### src/rtl/pc_unit_pkg.sv
// pc_unit_pkg: shared PC_src redirect encodings and PC-stage state type
package pc_unit_pkg;
  localparam logic [1:0] PCSRC_SEQ = 2'b00;
  localparam logic [1:0] PCSRC_EXC = 2'b01;
  localparam logic [1:0] PCSRC_BR  = 2'b10;
  localparam logic [1:0] PCSRC_HLT = 2'b11;
  typedef enum logic [1:0] {
    ST_RUN     = 2'd0,
    ST_DRAIN   = 2'd1,
    ST_HALTED  = 2'd2
  } pc_state_e;
endpackage

### src/rtl/pc_drain_ctr.sv
// pc_drain_ctr: drain countdown; load DRAIN_CYC-1, decrement, clear; done when zero. Ports: clk, rst, load, clr, dec -> done
module pc_drain_ctr #(
  parameter int DRAIN_CYC = 4
) (
  input  logic clk,
  input  logic rst,
  input  logic load,
  input  logic clr,
  input  logic dec,
  output logic done
);
  localparam int W = DRAIN_CYC > 1 ? $clog2(DRAIN_CYC) : 1;
  localparam logic [W-1:0] LOAD_VAL = W'(DRAIN_CYC - 1);
  logic [W-1:0] cnt_q, cnt_d;
  always_comb cnt_d = load ? LOAD_VAL : clr ? '0 : dec ? cnt_q - 1'b1 : cnt_q;
  always_ff @(posedge clk or posedge rst)
    if (rst) cnt_q <= '0;
    else cnt_q <= cnt_d;
  assign done = cnt_q == '0;
endmodule

### src/rtl/pc_unit.sv
// pc_unit: PC register, redirect select (exc > halt > branch > seq), EPC, one-cycle flush, drain-then-halt.
//   in: clk, rst (async high), PC_src[1:0], target, fault_pc, stall
//   out: PC, PC_plus (comb PC+PC_INC), flush, epc, halted
//   optional PC_PERF_CNT_EN: redirect_cnt, cycle_cnt (saturating, frozen when halted)
module pc_unit
  import pc_unit_pkg::*;
#(
  parameter int AW = 32,
  parameter int unsigned PC_INC = 1,
  parameter logic [AW-1:0] RESET_PC = '0,
  parameter logic [AW-1:0] EXC_VECTOR = AW'('h3F0),
  parameter int DRAIN_CYC = 4
) (
  input  logic          clk,
  input  logic          rst,
  input  logic [1:0]    PC_src,
  input  logic [AW-1:0] target,
  input  logic [AW-1:0] fault_pc,
  input  logic          stall,
  output logic [AW-1:0] PC,
  output logic [AW-1:0] PC_plus,
  output logic          flush,
  output logic [AW-1:0] epc,
  output logic          halted
`ifdef PC_PERF_CNT_EN
  ,output logic [31:0]  redirect_cnt,
  output logic [31:0]   cycle_cnt
`endif
);
  pc_state_e state_q, state_d;
  logic [AW-1:0] pc_q, pc_d, epc_q, epc_d;
  logic flush_q, flush_d, halted_q, halted_d;
  logic ld, clr, dec, done, redirect;
  assign PC_plus = pc_q + AW'(PC_INC);
  pc_drain_ctr #(.DRAIN_CYC(DRAIN_CYC)) u_drain (
    .clk(clk), .rst(rst), .load(ld), .clr(clr), .dec(dec), .done(done)
  );
  always_comb begin
    pc_d = pc_q;
    epc_d = epc_q;
    flush_d = 1'b0;
    halted_d = halted_q;
    state_d = state_q;
    ld = 1'b0;
    clr = 1'b0;
    dec = 1'b0;
    redirect = 1'b0;
    case (state_q)
      ST_RUN: begin
        if (PC_src == PCSRC_EXC) begin
          pc_d = EXC_VECTOR;
          epc_d = fault_pc;
          flush_d = 1'b1;
          redirect = 1'b1;
        end else if (PC_src == PCSRC_HLT) begin
          flush_d = 1'b1;
          ld = 1'b1;
          state_d = ST_DRAIN;
          redirect = 1'b1;
        end else if (PC_src == PCSRC_BR) begin
          pc_d = target;
          flush_d = 1'b1;
          redirect = 1'b1;
        end else if (!stall) pc_d = PC_plus;
      end
      ST_DRAIN: begin
        // a late fault from an older instruction still in flight cancels the halt
        if (PC_src == PCSRC_EXC) begin
          pc_d = EXC_VECTOR;
          epc_d = fault_pc;
          flush_d = 1'b1;
          clr = 1'b1;
          state_d = ST_RUN;
          redirect = 1'b1;
        end else if (done) begin
          state_d = ST_HALTED;
          halted_d = 1'b1;
        end else dec = 1'b1;
      end
      default: ;
    endcase
  end
  always_ff @(posedge clk or posedge rst)
    if (rst) begin
      state_q <= ST_RUN;
      pc_q <= RESET_PC;
      epc_q <= '0;
      flush_q <= 1'b0;
      halted_q <= 1'b0;
    end else begin
      state_q <= state_d;
      pc_q <= pc_d;
      epc_q <= epc_d;
      flush_q <= flush_d;
      halted_q <= halted_d;
    end
  assign PC = pc_q;
  assign epc = epc_q;
  assign flush = flush_q;
  assign halted = halted_q;
`ifdef PC_PERF_CNT_EN
  logic [31:0] redirect_cnt_q, redirect_cnt_d, cycle_cnt_q, cycle_cnt_d;
  always_comb begin
    redirect_cnt_d = redirect && ~&redirect_cnt_q ? redirect_cnt_q + 1'b1 : redirect_cnt_q;
    cycle_cnt_d = state_q != ST_HALTED && ~&cycle_cnt_q ? cycle_cnt_q + 1'b1 : cycle_cnt_q;
  end
  always_ff @(posedge clk or posedge rst)
    if (rst) begin
      redirect_cnt_q <= '0;
      cycle_cnt_q <= '0;
    end else begin
      redirect_cnt_q <= redirect_cnt_d;
      cycle_cnt_q <= cycle_cnt_d;
    end
  assign redirect_cnt = redirect_cnt_q;
  assign cycle_cnt = cycle_cnt_q;
`endif
endmodule

### config.mk
export PLATFORM = sky130hd
export DESIGN_NAME = pc_unit
export DESIGN_NICKNAME = d
export VERILOG_FILES = /design/src/rtl/pc_unit_pkg.sv /design/src/rtl/pc_drain_ctr.sv /design/src/rtl/pc_unit.sv
export SDC_FILE = /design/constraint.sdc
export NUM_CORES = 1
export LEC_CHECK = 0
export ABC_AREA = 1
export CAP_MARGIN = 15
export CORE_MARGIN = 2
export CORE_UTILIZATION = 51
export DETAILED_ROUTE_END_ITERATION = 10
export DONT_BUFFER_PORTS = 1
export PLACE_DENSITY = 0.65
export SLEW_MARGIN = 10
export SYNTH_ARGS = -nofsm -noshare
export SYNTH_HDL_FRONTEND = slang
export SYNTH_HIERARCHICAL = 1
export SYNTH_SLANG_ARGS = --single-unit
### constraint.sdc
create_clock -name clk -period 2.2 [get_ports clk]
set_input_delay 0.11 -clock clk [delete_from_list [all_inputs] [get_ports clk]]
set_output_delay 0.11 -clock clk [all_outputs]
set_load 0.05 [all_outputs]
# After elaboration in Yosys (flattened, before gate mapping)
# Index checks and enable logic that the tools add are counted.
[op_classes]
n_addsub = 2
eq_ne = 10
n_mux = 26
bitwise_logic = 1
reduce_logical = 9
[op_table]
columns = ["operator", "n"]
rows = [
  ["$mux W32", 5],
  ["$pmux W32 S2", 1],
  ["$add A32 B1 Y32 const B", 1],
  ["$mux W2", 7],
  ["$mux W1", 11],
  ["$reduce_and A4 Y1", 2],
  ["$ne A2 B2 Y1 const B", 3],
  ["$ne A3 B3 Y1 const B", 2],
  ["$eq A2 B1 Y1 const B", 2],
  ["$eq A2 B2 Y1 const B", 2],
  ["$logic_not A2 Y1", 2],
  ["$ne A4 B4 Y1 const B", 1],
  ["$pmux W2 S2", 1],
  ["$reduce_and A3 Y1", 1],
  ["$reduce_bool A3 Y1", 1],
  ["$pmux W1 S2", 1],
  ["$reduce_and A2 Y1", 1],
  ["$reduce_bool A2 Y1", 1],
  ["$reduce_or A2 Y1", 1],
  ["$sub A2 B1 Y2 const B", 1],
  ["$not A1 Y1", 1],
]
[totals]
ff_bits = 70
word_cells = 54

# Longest topological paths before layout
# Gate-level depths: netlist (run 1).
[depth]
depth_word = 7
mapped_depth = 10
depth_no_buf = 10

# By module
# The synthesis (run 1) kept the hierarchy.
[modules_own_cells]
columns = ["mod", "instances", "cells_per_inst", "area_each_um2", "seq_area_each_um2"]
rows = [
  ["pc_unit", 1, 534, 4048.9, 1701.6],
  ["pc_drain_ctr", 1, 17, 117.6, 50.0],
]

# Worst setup path after synthesis (run 1)
# Ideal clock, no wire load.
[synth_timing]
path_kind = "register to register"
startpoint = "register pc_q[0], in the netlist PC[0]"
endpoint = "register pc_q[9], in the netlist PC[9]"
arrival_ns = 2.539
t_required_ns = 2.122
setup_slack_ns = -0.417
path_stages_with_launch = 7
path_cell_list = "dfrtp_1 -> inv_1 -> nor2_8 -> nand3_4 -> xnor2_1 -> nand2_1 -> a21oi_1"
[synth_via]
elab_chain_cells = 6
[synth_lines]
columns = ["element", "line_no", "source"]
rows = [
  ["from (decl)", "pc_unit.sv:31", "logic [AW-1:0] pc_q, pc_d, epc_q, epc_d;"],
  ["from (signal assigned)", "pc_unit.sv:92", "pc_q <= pc_d;"],
  ["$add A32 B1 Y32", "pc_unit.sv:34", "assign PC_plus = pc_q + AW'(PC_INC);"],
  ["net PC_plus[9]", "pc_unit.sv:21", "output logic [AW-1:0] PC_plus,"],
  ["$mux W32", "pc_unit.sv:64", "end else if (!stall) pc_d = PC_plus;"],
  ["$mux W32", "pc_unit.sv:60", "end else if (PC_src == PCSRC_BR) begin"],
  ["$mux W32", "pc_unit.sv:55", "end else if (PC_src == PCSRC_HLT) begin"],
  ["$mux W32", "pc_unit.sv:50", "if (PC_src == PCSRC_EXC) begin"],
  ["$pmux W32 S2", "pc_unit.sv:48", "case (state_q)"],
]
# The timed path passes the listed nets, and every way through them passes these cells. The select of a mux whose other input is x is not followed.
# A chain may end at the register's enable or synchronous reset.

# Final worst setup path (run 1)
[layout_timing]
startpoint = "register pc_q[0], in the netlist PC[0]"
endpoint = "output port PC_plus[12]"
[layout_via]
elab_chain_cells = 1
[layout_lines]
columns = ["element", "line_no"]
rows = [
  ["$add A32 B1 Y32", "pc_unit.sv:34"],
  ["to (decl)", "pc_unit.sv:21"],
]
# No other way between the ends.

==> Implementation_results.wiki, run 1 <==
{| class="wikitable"
! Metric !! Value
|-
| Run status || finished clean
|-
| Root buffer selected by CTS || clkbuf_8
|-
| Top cell type by total area after synthesis || dfrtp_1
|-
| Req. time, crit path || 2.09 ns
|-
| Critical Path Fanout Max || 5
|-
| Syn Std Cell Area || 4170 µm²
|-
| Number of antenna violations at the first check in global routing || 0
|-
| Max cap viols || 0
|-
| Drt pass-1 iters || 4
|-
| Count of state elements after synthesis || 70
|-
| Fin crit share || 93.9%
|-
| Chip Height || 94.4 µm
|-
| Final HPWL from detailed placement || 8320 µm
|-
| Internal cell power || 1.93 mW
|-
| Count of cell instances traversed by the critical path || 7
|-
| Vias after detailed routing || 3908
|-
| P_leak || 2.97 nW
|-
| Post-layout instance count excluding filler cells || 765
|-
| # port buffers || 0
|-
| Final weighted congestion in routability-driven placement || 0.901
|-
| Number of endpoints with negative hold slack in the final report || 0
|-
| WS Path Type || flip-flop to output port
|-
| Num Clock Sinks || 70
|-
| Top-level I/O count || 167
|-
| Antenna viol nets, final || 0
|-
| Power density cells || 466 nW/µm²
|-
| CTS Buf Count || 9
|-
| Via count of the first global-routing pass || 3880
|-
| Reg2Reg Depth || 9
|-
| CP Capture Type || output port
|-
| Global-route wire length before repair || 19100 µm
|-
| TritonCTS clock tree || done
|-
| Top-area cell type share of the netlist area || 42.0%
|-
| Fraction of layout cells with a size suffix above 1 || 23.4%
|-
| Diodes inserted || 0
|-
| Worst path setup slack after routing || 0.135 ns
|-
| RSZ-0062 raised after global routing || no
|-
| Synth cell types || 32
|-
| Post-Syn Area per Cell || 7.56 µm²
|-
| Share of power burned in the clock network || 40.6%
|-
| Leading post-synthesis cells by cell area || dfrtp_1 42%, nand2_1 17%, mux2_2 8.6%
|-
| Portion of the post-synthesis area used by sequential elements || 42.0%
|-
| GRT Residual Overflow || 0
|-
| Row cnt || 32
|-
| Die Footprint || 8910 µm²
|-
| Number of design rule violations left after detail routing || 0
|-
| Global router's overall resource usage || 27.7%
|-
| Worst path slowest cell || dfrtp_2
|-
| Crit path cell chain || ha_2 > nand2_2 > nor2_4 > nand2_4 > nor2_4 > xor2_1 > inv_1
|-
| Post-route minimum period || 2.07 ns
|-
| Pins Over Slew Limit || 0
|-
| Maximum number of pins on one net before global-route repair || 41
|-
| Syn nets || 622
|-
| Core Region || 7810 µm²
|-
| Area delta synth->final || 35.5%
|-
| Worst Max-Slew Pin Slew || 0.836 ns
|-
| Number of vias per cell || 5.11
|-
| Place WS || 0.473 ns
|-
| Type of the worst min-delay path || primary input to flip-flop
|-
| Number of placed instances, taps included || 705
|-
| Total net switching power || 703 µW
|-
| Highest Clock Rate || 484 MHz
|-
| Final setup violating endpoints || 0
|-
| Min-Delay Path Depth || 4
|-
| Ys Warns || 6
|-
| Share of total power in sequential cells || 49.6%
|-
| Routed wire length || 11900 µm
|-
| Clock slew seen by the registers of the worst setup and hold paths || 0.09 ns
|-
| Buffers and inverters on the worst path || 1
|-
| Die X-Extent || 94.4 µm
|-
| Largest voltage drop on the vdd net || 0.377 mV
|-
| Register-to-Register Setup Slack || 0.52 ns
|-
| Crit path max-delay family || simple AND/OR/NAND/NOR gates
|-
| Final-stage net count || 730
|-
| Critical path startpoint category || flip-flop
|-
| CTS HTree Levels || 3
|-
| Combinational power share || 9.8%
|-
| Worst-case clock buffer depth || 2
|-
| Worst clock skew || 0.0123 ns
|-
| Initial Util || 53.4%
|-
| Switching Share || 26.8%
|-
| Slowest stage delay, CP || 0.41 ns
|-
| Remaining max-slew budget at the tightest pin || 44.2%
|-
| Initial DRC Count || 175
|-
| Most numerous cell on the critical path || nor2_4
|-
| Count of mapped cells out of synthesis || 551
|-
| Arrival @ worst endpoint || 1.96 ns
|-
| Clock network latency to the later pin of the worst-skew pair || 0.35 ns
|-
| Average routed wire per standard cell || 15.6 µm
|}
-- per-layer routing --
layer	vias to the layer above	track usage (%)	share of wire [%]
met4	0	9.54	1.8
met3	18	8.14	8.6
met2	150	47.9	51
met5	-	0	0
li1	1925	-	-
met1	1815	33.2	39
-- metrics by stage --
step,util (%),hold WS (ns),TNS (ns),total power [mW],instance area (µm²)
after floorplan,-,-0.149,-0.0472,1.47,4230
after global placement,64.1,-0.147,0,1.52,5000
after detailed placement,64.1,-0.140,0,1.52,5000
after CTS,72.1,0.000984,0,2.63,5630
after global routing,72.3,0.0132,0,2.72,5650
final,72.3,0.00448,0,2.63,5650
-- state kept, by name, indices dropped and copies added (netlist names) --
signal,flops
PC,32
halted,1
u_drain/cnt_q,2
state_q,2
flush,1
epc,32
-- layout make-up --
cell class              instances  area [µm²]
well taps                     102         128
repair buffers                111        1150
flip-flops and latches         70        1750
multi-input cells             413        2210
clock inverters                 6        71.3
inverters                      54         206
fillers                       650        2160
clock buffers                   9         124
-- worst reg2reg max path: cells and delay by family, from the launching register on --
family	cells	cell delay, ns
DFF	1	0.41
and+or+nand+nor	7	0.72
adders and majority gates	1	0.21
xor gates and xnor gates	1	0.23
-- worst paths after layout --
path,start,to
max,PC[0],PC_plus[12]
min,target[29],PC[29]
max reg2reg,PC[0],PC[12]
min reg2reg,u_drain/cnt_q[0],u_drain/cnt_q[0]
max in group asynchronous,rst,PC[10]
min in group asynchronous,rst,u_drain/cnt_q[1]
-- cell families (layout without fill, tap and decap cells) --
logic type	count (synthesis)	after routing	share of synthesized area, %
adder cells (fa/ha/maj)	2	2	0.601
buffers and inverters	68	180	6.52
AO/OA/AOI/OAI	32	32	4.14
flip-flops	70	70	42.0
multiplexers	32	32	8.65
XOR/XNOR	11	11	2.85
AND/OR/NAND/NOR	336	336	35.2
-- cells in the mapped netlist --
cell type / count
nand2_1: 187
nor2_1: 91
dfrtp_1: 70
inv_1: 53
mux2_2: 32
nand3_1: 29
o21ai_0: 12
a21oi_1: 11
buf_2: 10
nor2_4: 8
nand2_2: 6
o21ai_1: 5
xnor2_1: 5
clkbuf_1: 3
nand2_4: 3
nand3b_1: 3
nor2_2: 3
xor2_1: 3
ha_1: 2
nor2_8: 2
xor2_2: 2
and2_1: 1
clkbuf_4: 1
inv_2: 1
nand3_4: 1
nand4_1: 1
nor3_1: 1
o2111ai_1: 1
o211ai_1: 1
o21ai_2: 1
o31ai_1: 1
xnor2_2: 1
-- cells in the final DEF, fill, tap and decap left out, types with 2 or more instances in the layout --
cell / n
a21oi_1: 11
buf_12: 17
buf_4: 51
clkbuf_8: 9
clkinvlp_4: 3
dfrtp_1: 69
dlygate4sd3_1: 43
inv_1: 51
inv_2: 2
inv_6: 2
mux2_2: 32
nand2_1: 187
nand2_2: 6
nand2_4: 3
nand3_1: 29
nand3b_1: 3
nor2_1: 90
nor2_2: 4
nor2_4: 8
nor2_8: 2
o21ai_0: 12
o21ai_1: 5
xnor2_2: 4
xor2_2: 4
-- power groups by stage --
| stage | clock (mW) | combinational, mW | sequential [mW] |
|---|---|---|---|
| floorplan | 0 | 0.119 | 1.35 |
| global placement | 0 | 0.190 | 1.33 |
| detailed placement | 0 | 0.193 | 1.33 |
| CTS | 1.07 | 0.253 | 1.30 |
| global route | 1.13 | 0.280 | 1.31 |
| finish | 1.07 | 0.257 | 1.30 |
-- timing repair --
item / CTS / global route
endpoints found under the setup margin: 0 / 3
resized for setup: 0 / 2
setup buffers: 0 / 2
endpoints found under the hold margin: 83 / 0
hold buffers: 43 / 0
No activity file was read; power rests on OpenSTA's default activity.
==> run 2, diff against run 1 <==
==> constraint.sdc (replaced) <==
create_clock -name clk -period 2.66 [get_ports clk]
set_input_delay 0.133 -clock clk [delete_from_list [all_inputs] [get_ports clk]]
set_output_delay 0.133 -clock clk [all_outputs]
set_load 0.05 [all_outputs]
==> Implementation_results.wiki, run 2 (synthesized netlist as in run 1, its figures left out) <==
{| class="wikitable"
! Metric !! Value
|-
| Run status || finished clean
|-
| CP Capture Type || output port
|-
| Crit path cell chain || buf_4 > ha_1 > nand2_2 > nor2_4 > nand2_2 > nor2_4 > nand3_1 > nand2_1
|-
| Final weighted congestion in routability-driven placement || 0.836 (-7.2%)
|-
| Average routed wire per standard cell || 15.4 µm (-0.85%)
|-
| Routed wire length || 11500 µm (-3.7%)
|-
| CTS HTree Levels || 3 (unchanged)
|-
| Worst path slowest cell || nand2_1
|-
| Clock slew seen by the registers of the worst setup and hold paths || 0.09 ns (about the same)
|-
| Die X-Extent || 94.4 µm (unchanged)
|-
| Startpoint of the worst register-to-register path || PC[18]
|-
| Final HPWL from detailed placement || 8000 µm (-3.8%)
|-
| Via count of the first global-routing pass || 3889 (+0.23%)
|-
| WS Path Type || flip-flop to output port
|-
| Antenna viol nets, final || 0 (unchanged)
|-
| Max cap viols || 0 (unchanged)
|-
| Pins Over Slew Limit || 0 (unchanged)
|-
| FILL cells || 673 (+3.5%)
|-
| Busiest grt layer || met2
|-
| Met2 track demand over resource || 48.0% (+0.18 points)
|-
| Vias after detailed routing || 3828 (-2.0%)
|-
| Slowest stage delay, CP || 0.43 ns (+0.02 ns)
|-
| Worst-case clock buffer depth || 2 (unchanged)
|-
| Critical Path Fanout Max || 5 (unchanged)
|-
| TritonCTS clock tree || done
|-
| Register Area || 1750 µm² (about the same)
|-
| Highest Clock Rate || 423 MHz
|-
| Top-level I/O count || 167 (unchanged)
|-
| Clock network latency to the later pin of the worst-skew pair || 0.35 ns (about the same)
|-
| Fraction of layout cells with a size suffix above 1 || 19.3% (-4.0 points)
|-
| Arrival @ worst endpoint || 2.23 ns (+0.27 ns)
|-
| Initial DRC Count || 185 (+5.7%)
|-
| GRT Residual Overflow || 0 (unchanged)
|-
| Reg2Reg Depth || 9 (unchanged)
|-
| End point of the most critical hold path || PC[21]
|-
| Area delta synth->final || 25.2%
|-
| Drt pass-1 iters || 4 (unchanged)
|-
| Grt met1 use || 30.6% (-2.6 points)
|-
| Min-Delay Path Depth || 4 (unchanged)
|-
| Type of the worst min-delay path || primary input to flip-flop
|-
| Register-to-Register Setup Slack || 0.78 ns (+0.26 ns)
|-
| Post-route minimum period || 2.36 ns
|-
| RSZ-0062 raised after global routing || no
|-
| Num Clock Sinks || 70 (unchanged)
|-
| Global-route met3 utilization || 8.86% (+0.72 points)
|-
| CTS Buf Count || 9 (unchanged)
|-
| WHS || 0.0205 ns (+0.0161 ns)
|-
| Global router's overall resource usage || 26.7% (-1.0 points)
|-
| Leading cell type in the layout, fill and taps excluded || nand2_1
|-
| Req. time, crit path || 2.53 ns (+0.44 ns)
|-
| Number of design rule violations left after detail routing || 0 (unchanged)
|-
| Largest voltage drop on the vdd net || 0.377 mV (-0.19%)
|-
| Final-stage net count || 707 (-3.2%)
|-
| Initial Util || 53.4% (unchanged)
|-
| Row cnt || 32 (unchanged)
|-
| Chip Height || 94.4 µm (unchanged)
|-
| Critical path startpoint category || flip-flop
|-
| Worst clock skew || 0.0130 ns (+0.000763 ns)
|-
| # port buffers || 0 (unchanged)
|-
| Number of antenna violations at the first check in global routing || 0 (unchanged)
|-
| Diodes inserted || 0 (unchanged)
|-
| Highest-count cells in the layout ignoring fill and taps || 187 x nand2_1, 91 x nor2_1, 70 x dfrtp_1, 52 x inv_1, 45 x buf_4
|-
| P_leak || 2.80 nW (-6.0%)
|-
| Maximum number of pins on one net before global-route repair || 50 (+22%)
|-
| Worst Max-Slew Pin Slew || 1.07 ns (+0.230 ns)
|-
| Root buffer selected by CTS || clkbuf_8
|-
| Number of vias per cell || 5.15 (+0.85%)
|-
| Number of endpoints with negative hold slack in the final report || 0 (unchanged)
|-
| Final setup violating endpoints || 0 (unchanged)
|-
| Setup TNS Final || 0 ns (unchanged)
|-
| Fin crit share || 88.9%
|-
| Die Footprint || 8910 µm² (unchanged)
|-
| Core Region || 7810 µm² (unchanged)
|-
| Capture instance of the worst register-to-register path || PC[31]
|-
| Total area of multi-input combinational cells || 2150 µm² (-2.8%)
|-
| Global-route wire length before repair || 18300 µm (-4.1%)
|-
| Power density cells || 419 nW/µm² (-10%)
|-
| Resized cells post-CTS || 0 (unchanged)
|-
| Worst hold path startpoint || target[21]
|-
| Remaining max-slew budget at the tightest pin || 29.0% (-15 points)
|}
-- run 2: critical path, delay by kind of cell (launching register included) --
family	cells	cell delay, ns
AND/OR/NAND/NOR	6	1.08
flip-flops	1	0.35
adder cells (fa/ha/maj)	1	0.23
buffers and inverters	1	0.22
-- run 2: area by class of cell --
type                       instances  area share (%)
tap                              102            2.45
clock buffer                       9            2.37
clock inverter                     7            1.58
sequential                        70            33.6
timing repair buffer              88            14.9
inverter                          54            3.89
multi-input combinational        413            41.2
-- run 2: stage by stage --
stage          cells  setup slack, ns  total power, mW  utilization (%)  cell area, µm²
2_1_floorplan    551           0.0431             1.21                -            4170
3_3_place_gp     685            0.747             1.25             58.8            4590
3_5_place_dp     685            0.705             1.25             58.8            4590
4_1_cts          743            0.314             2.20             66.8            5220
5_1_grt          743            0.151             2.27             66.8            5220
6_report         743            0.295             2.19             66.8            5220
-- run 2: layer usage --
| metal | part of all wire, % | wire [µm] |
|---|---|---|
| met1 | 39 | 4420 |
| met2 | 51 | 5900 |
| met3 | 8.7 | 995 |
| met4 | 1.4 | 161 |
| met5 | 0 | 0 |
-- run 2: worst max path at each step --
stage / end / start / depth (start not counted)
global route: PC_plus[31] / PC[18] / 8
floorplan: PC[9] / PC[0] / 6
finish: PC_plus[30] / PC[0] / 8
global placement: PC_plus[27] / PC[18] / 6
detailed placement: PC_plus[30] / PC[0] / 8
CTS: PC_plus[30] / PC[0] / 8
-- run 2: timing repair --
item	CTS	global route
endpoints found under the hold margin	79	0
setup buffers	0	0
endpoints found under the setup margin	0	0
hold buffers	42	0
-- run 2: power by group --
group	total [mW]	switching [mW]	internal [mW]
Sequential	1.08	0.00737	1.07
Clock	0.906	0.460	0.446
Combinational	0.204	0.123	0.0803
==> run 3, diff against run 2 <==
==> constraint.sdc (replaced) <==
create_clock -name clk -period 2.8 [get_ports clk]
set_input_delay 0.14 -clock clk [delete_from_list [all_inputs] [get_ports clk]]
set_output_delay 0.14 -clock clk [all_outputs]
set_load 0.05 [all_outputs]
==> Implementation_results.wiki, run 3 (synthesized netlist as in run 1, its figures left out) <==
{| class="wikitable"
! Metric !! Value
|-
| Highest Clock Rate || 413 MHz
|-
| Worst Max-Slew Pin Slew || 1.01 ns (-0.0594 ns)
|-
| Arrival @ worst endpoint || 2.28 ns (+0.05 ns)
|-
| Clock network latency to the later pin of the worst-skew pair || 0.35 ns (about the same)
|-
| Number of endpoints with negative hold slack in the final report || 0 (unchanged)
|-
| Critical Path Fanout Max || 6 (+1)
|-
| Register Area || 1750 µm² (unchanged)
|-
| Number of antenna violations at the first check in global routing || 0 (unchanged)
|-
| CP Capture Type || output port
|-
| Post-layout instance count excluding filler cells || 738 (-0.67%)
|-
| Die Footprint || 8910 µm² (unchanged)
|-
| Power density cells || 406 nW/µm² (-3.2%)
|-
| Vias after detailed routing || 3832 (+0.10%)
|-
| Die X-Extent || 94.4 µm (unchanged)
|-
| Global router's overall resource usage || 26.6% (-0.17 points)
|-
| Clock slew seen by the registers of the worst setup and hold paths || 0.09 ns (about the same)
|-
| CTS HTree Levels || 3 (unchanged)
|-
| Remaining max-slew budget at the tightest pin || 32.9% (+4.0 points)
|-
| Area delta synth->final || 24.0%
|-
| Critical path startpoint category || flip-flop
|-
| Via count of the first global-routing pass || 3839 (-1.3%)
|-
| Diodes inserted || 0 (unchanged)
|-
| Pins Over Slew Limit || 0 (unchanged)
|-
| Number of vias per cell || 5.19 (+0.78%)
|-
| Req. time, crit path || 2.66 ns (+0.13 ns)
|-
| Row cnt || 32 (unchanged)
|-
| Core Region || 7810 µm² (unchanged)
|-
| Resized cells post-CTS || 0 (unchanged)
|-
| Buffers inserted by post-CTS timing repair || 0 (unchanged)
|-
| Type of the worst min-delay path || primary input to flip-flop
|-
| Antenna viol nets, final || 0 (unchanged)
|-
| Leading cell type in the layout, fill and taps excluded || nand2_1
|-
| Fraction of layout cells with a size suffix above 1 || 19.0% (-0.32 points)
|-
| RSZ-0062 raised after global routing || no
|-
| WS Path Type || flip-flop to output port
|-
| Final-stage net count || 702 (-0.71%)
|-
| Routed wire length || 11500 µm (about the same)
|-
| Average routed wire per standard cell || 15.6 µm (+0.73%)
|-
| Initial DRC Count || 198 (+7.0%)
|-
| Root buffer selected by CTS || clkbuf_8
|-
| Highest-count cells in the layout ignoring fill and taps || 187 x nand2_1, 91 x nor2_1, 70 x dfrtp_1, 52 x inv_1, 43 x buf_4
|-
| WHS || 0.0266 ns (+0.00609 ns)
|-
| Worst-case clock buffer depth || 2 (unchanged)
|-
| Number of placed instances, taps included || 682 (-0.44%)
|-
| Worst clock skew || 0.0112 ns (-0.00179 ns)
|-
| Post-route minimum period || 2.42 ns
|-
| Chip Height || 94.4 µm (unchanged)
|-
| Number of design rule violations left after detail routing || 0 (unchanged)
|-
| Fin crit share || 86.5%
|-
| TritonCTS clock tree || done
|-
| Total area of multi-input combinational cells || 2150 µm² (unchanged)
|-
| Global-route wire length before repair || 18300 µm (about the same)
|-
| Run status || finished clean
|-
| P_leak || 2.77 nW (-0.77%)
|-
| Final setup violating endpoints || 0 (unchanged)
|-
| Final HPWL from detailed placement || 8180 µm (+2.2%)
|-
| FILL cells || 692 (+2.8%)
|-
| Initial Util || 53.4% (unchanged)
|-
| GRT Residual Overflow || 0 (unchanged)
|-
| Max cap viols || 0 (unchanged)
|-
| CTS Buf Count || 9 (unchanged)
|-
| Setup TNS Final || 0 ns (unchanged)
|-
| Top-level I/O count || 167 (unchanged)
|-
| # port buffers || 0 (unchanged)
|-
| Num Clock Sinks || 70 (unchanged)
|-
| Drt pass-1 iters || 5 (+1)
|-
| Maximum number of pins on one net before global-route repair || 49 (-2.0%)
|-
| Largest voltage drop on the vdd net || 0.352 mV (-6.5%)
|-
| Final weighted congestion in routability-driven placement || 0.879 (+5.2%)
|}
==> run 3: cell types whose count changed in the layout (fill, tap and decap cells not counted), sizes merged <==
cell	previous run	this run
clkinvlp	2	1
clkinv	2	0
inv	56	58
clkbuf	9	10
buf	46	43
dlygate4sd3	42	40
==> run 3: power by group <==
| part | internal (mW) | switching (mW) | leakage, nW |
|---|---|---|---|
| Clock | 0.452 | 0.433 | 0.106 |
| Sequential | 1.02 | 0.00496 | 0.939 |
| Combinational | 0.0725 | 0.119 | 1.73 |
| Total | 1.54 | 0.557 | 2.77 |
==> run 3: worst max-delay path: stages, from the launching register on <==
cell     delay, ns
dfrtp_1       0.74
nand2_1       0.18
nor2_1        0.25
nand2_1       0.13
nor2_1        0.16
nand3_1       0.11
nand2_1       0.37
==> run 3: layer usage <==
metal / share of wire, % / global-route usage [%]
met5: 0 / 0
met1: 40 / 31.5
met3: 9.3 / 7.42
met2: 49 / 45.8
met4: 2.1 / 10.1
==> run 3: timing repair <==
action / 4_1_cts / 5_1_grt
endpoints found under the hold margin: 61 / 0
setup endpoints to repair: 0 / 0
hold buffers: 40 / 0
==> run 3: final cells by class <==
type / count / area share [%]
Sequential cell: 70 / 33.9
Inverter: 54 / 3.92
Clock inverter: 6 / 1.45
Multi-Input combinational cell: 413 / 41.6
Tap cell: 102 / 2.47
Clock buffer: 10 / 2.66
Timing Repair Buffer: 83 / 14.0
==> run 3: path summary, 6_finish.rpt <==
path	start	to	slack (ns)	cells past startpoint
worst max-delay path	PC[18]	PC_plus[31]	0.38	6
worst min-delay path	target[25]	PC[25]	0.03	4
worst max register to register	PC[18]	PC[31]	0.91	9
worst min register to register	u_drain/cnt_q[0]	u_drain/cnt_q[0]	0.56	3
max in group asynchronous	rst	flush	1.54	3
min in group asynchronous	rst	u_drain/cnt_q[1]	0.11	2
==> run 3: metrics by stage <==
stage	total power, mW	cell area (µm²)	setup slack [ns]	util (%)
2_1_floorplan	1.15	4170	0.183	-
3_3_place_gp	1.19	4550	0.829	58.3
3_5_place_dp	1.19	4550	0.810	58.3
4_1_cts	2.11	5170	0.416	66.2
5_1_grt	2.18	5170	0.221	66.2
6_report	2.10	5170	0.379	66.2
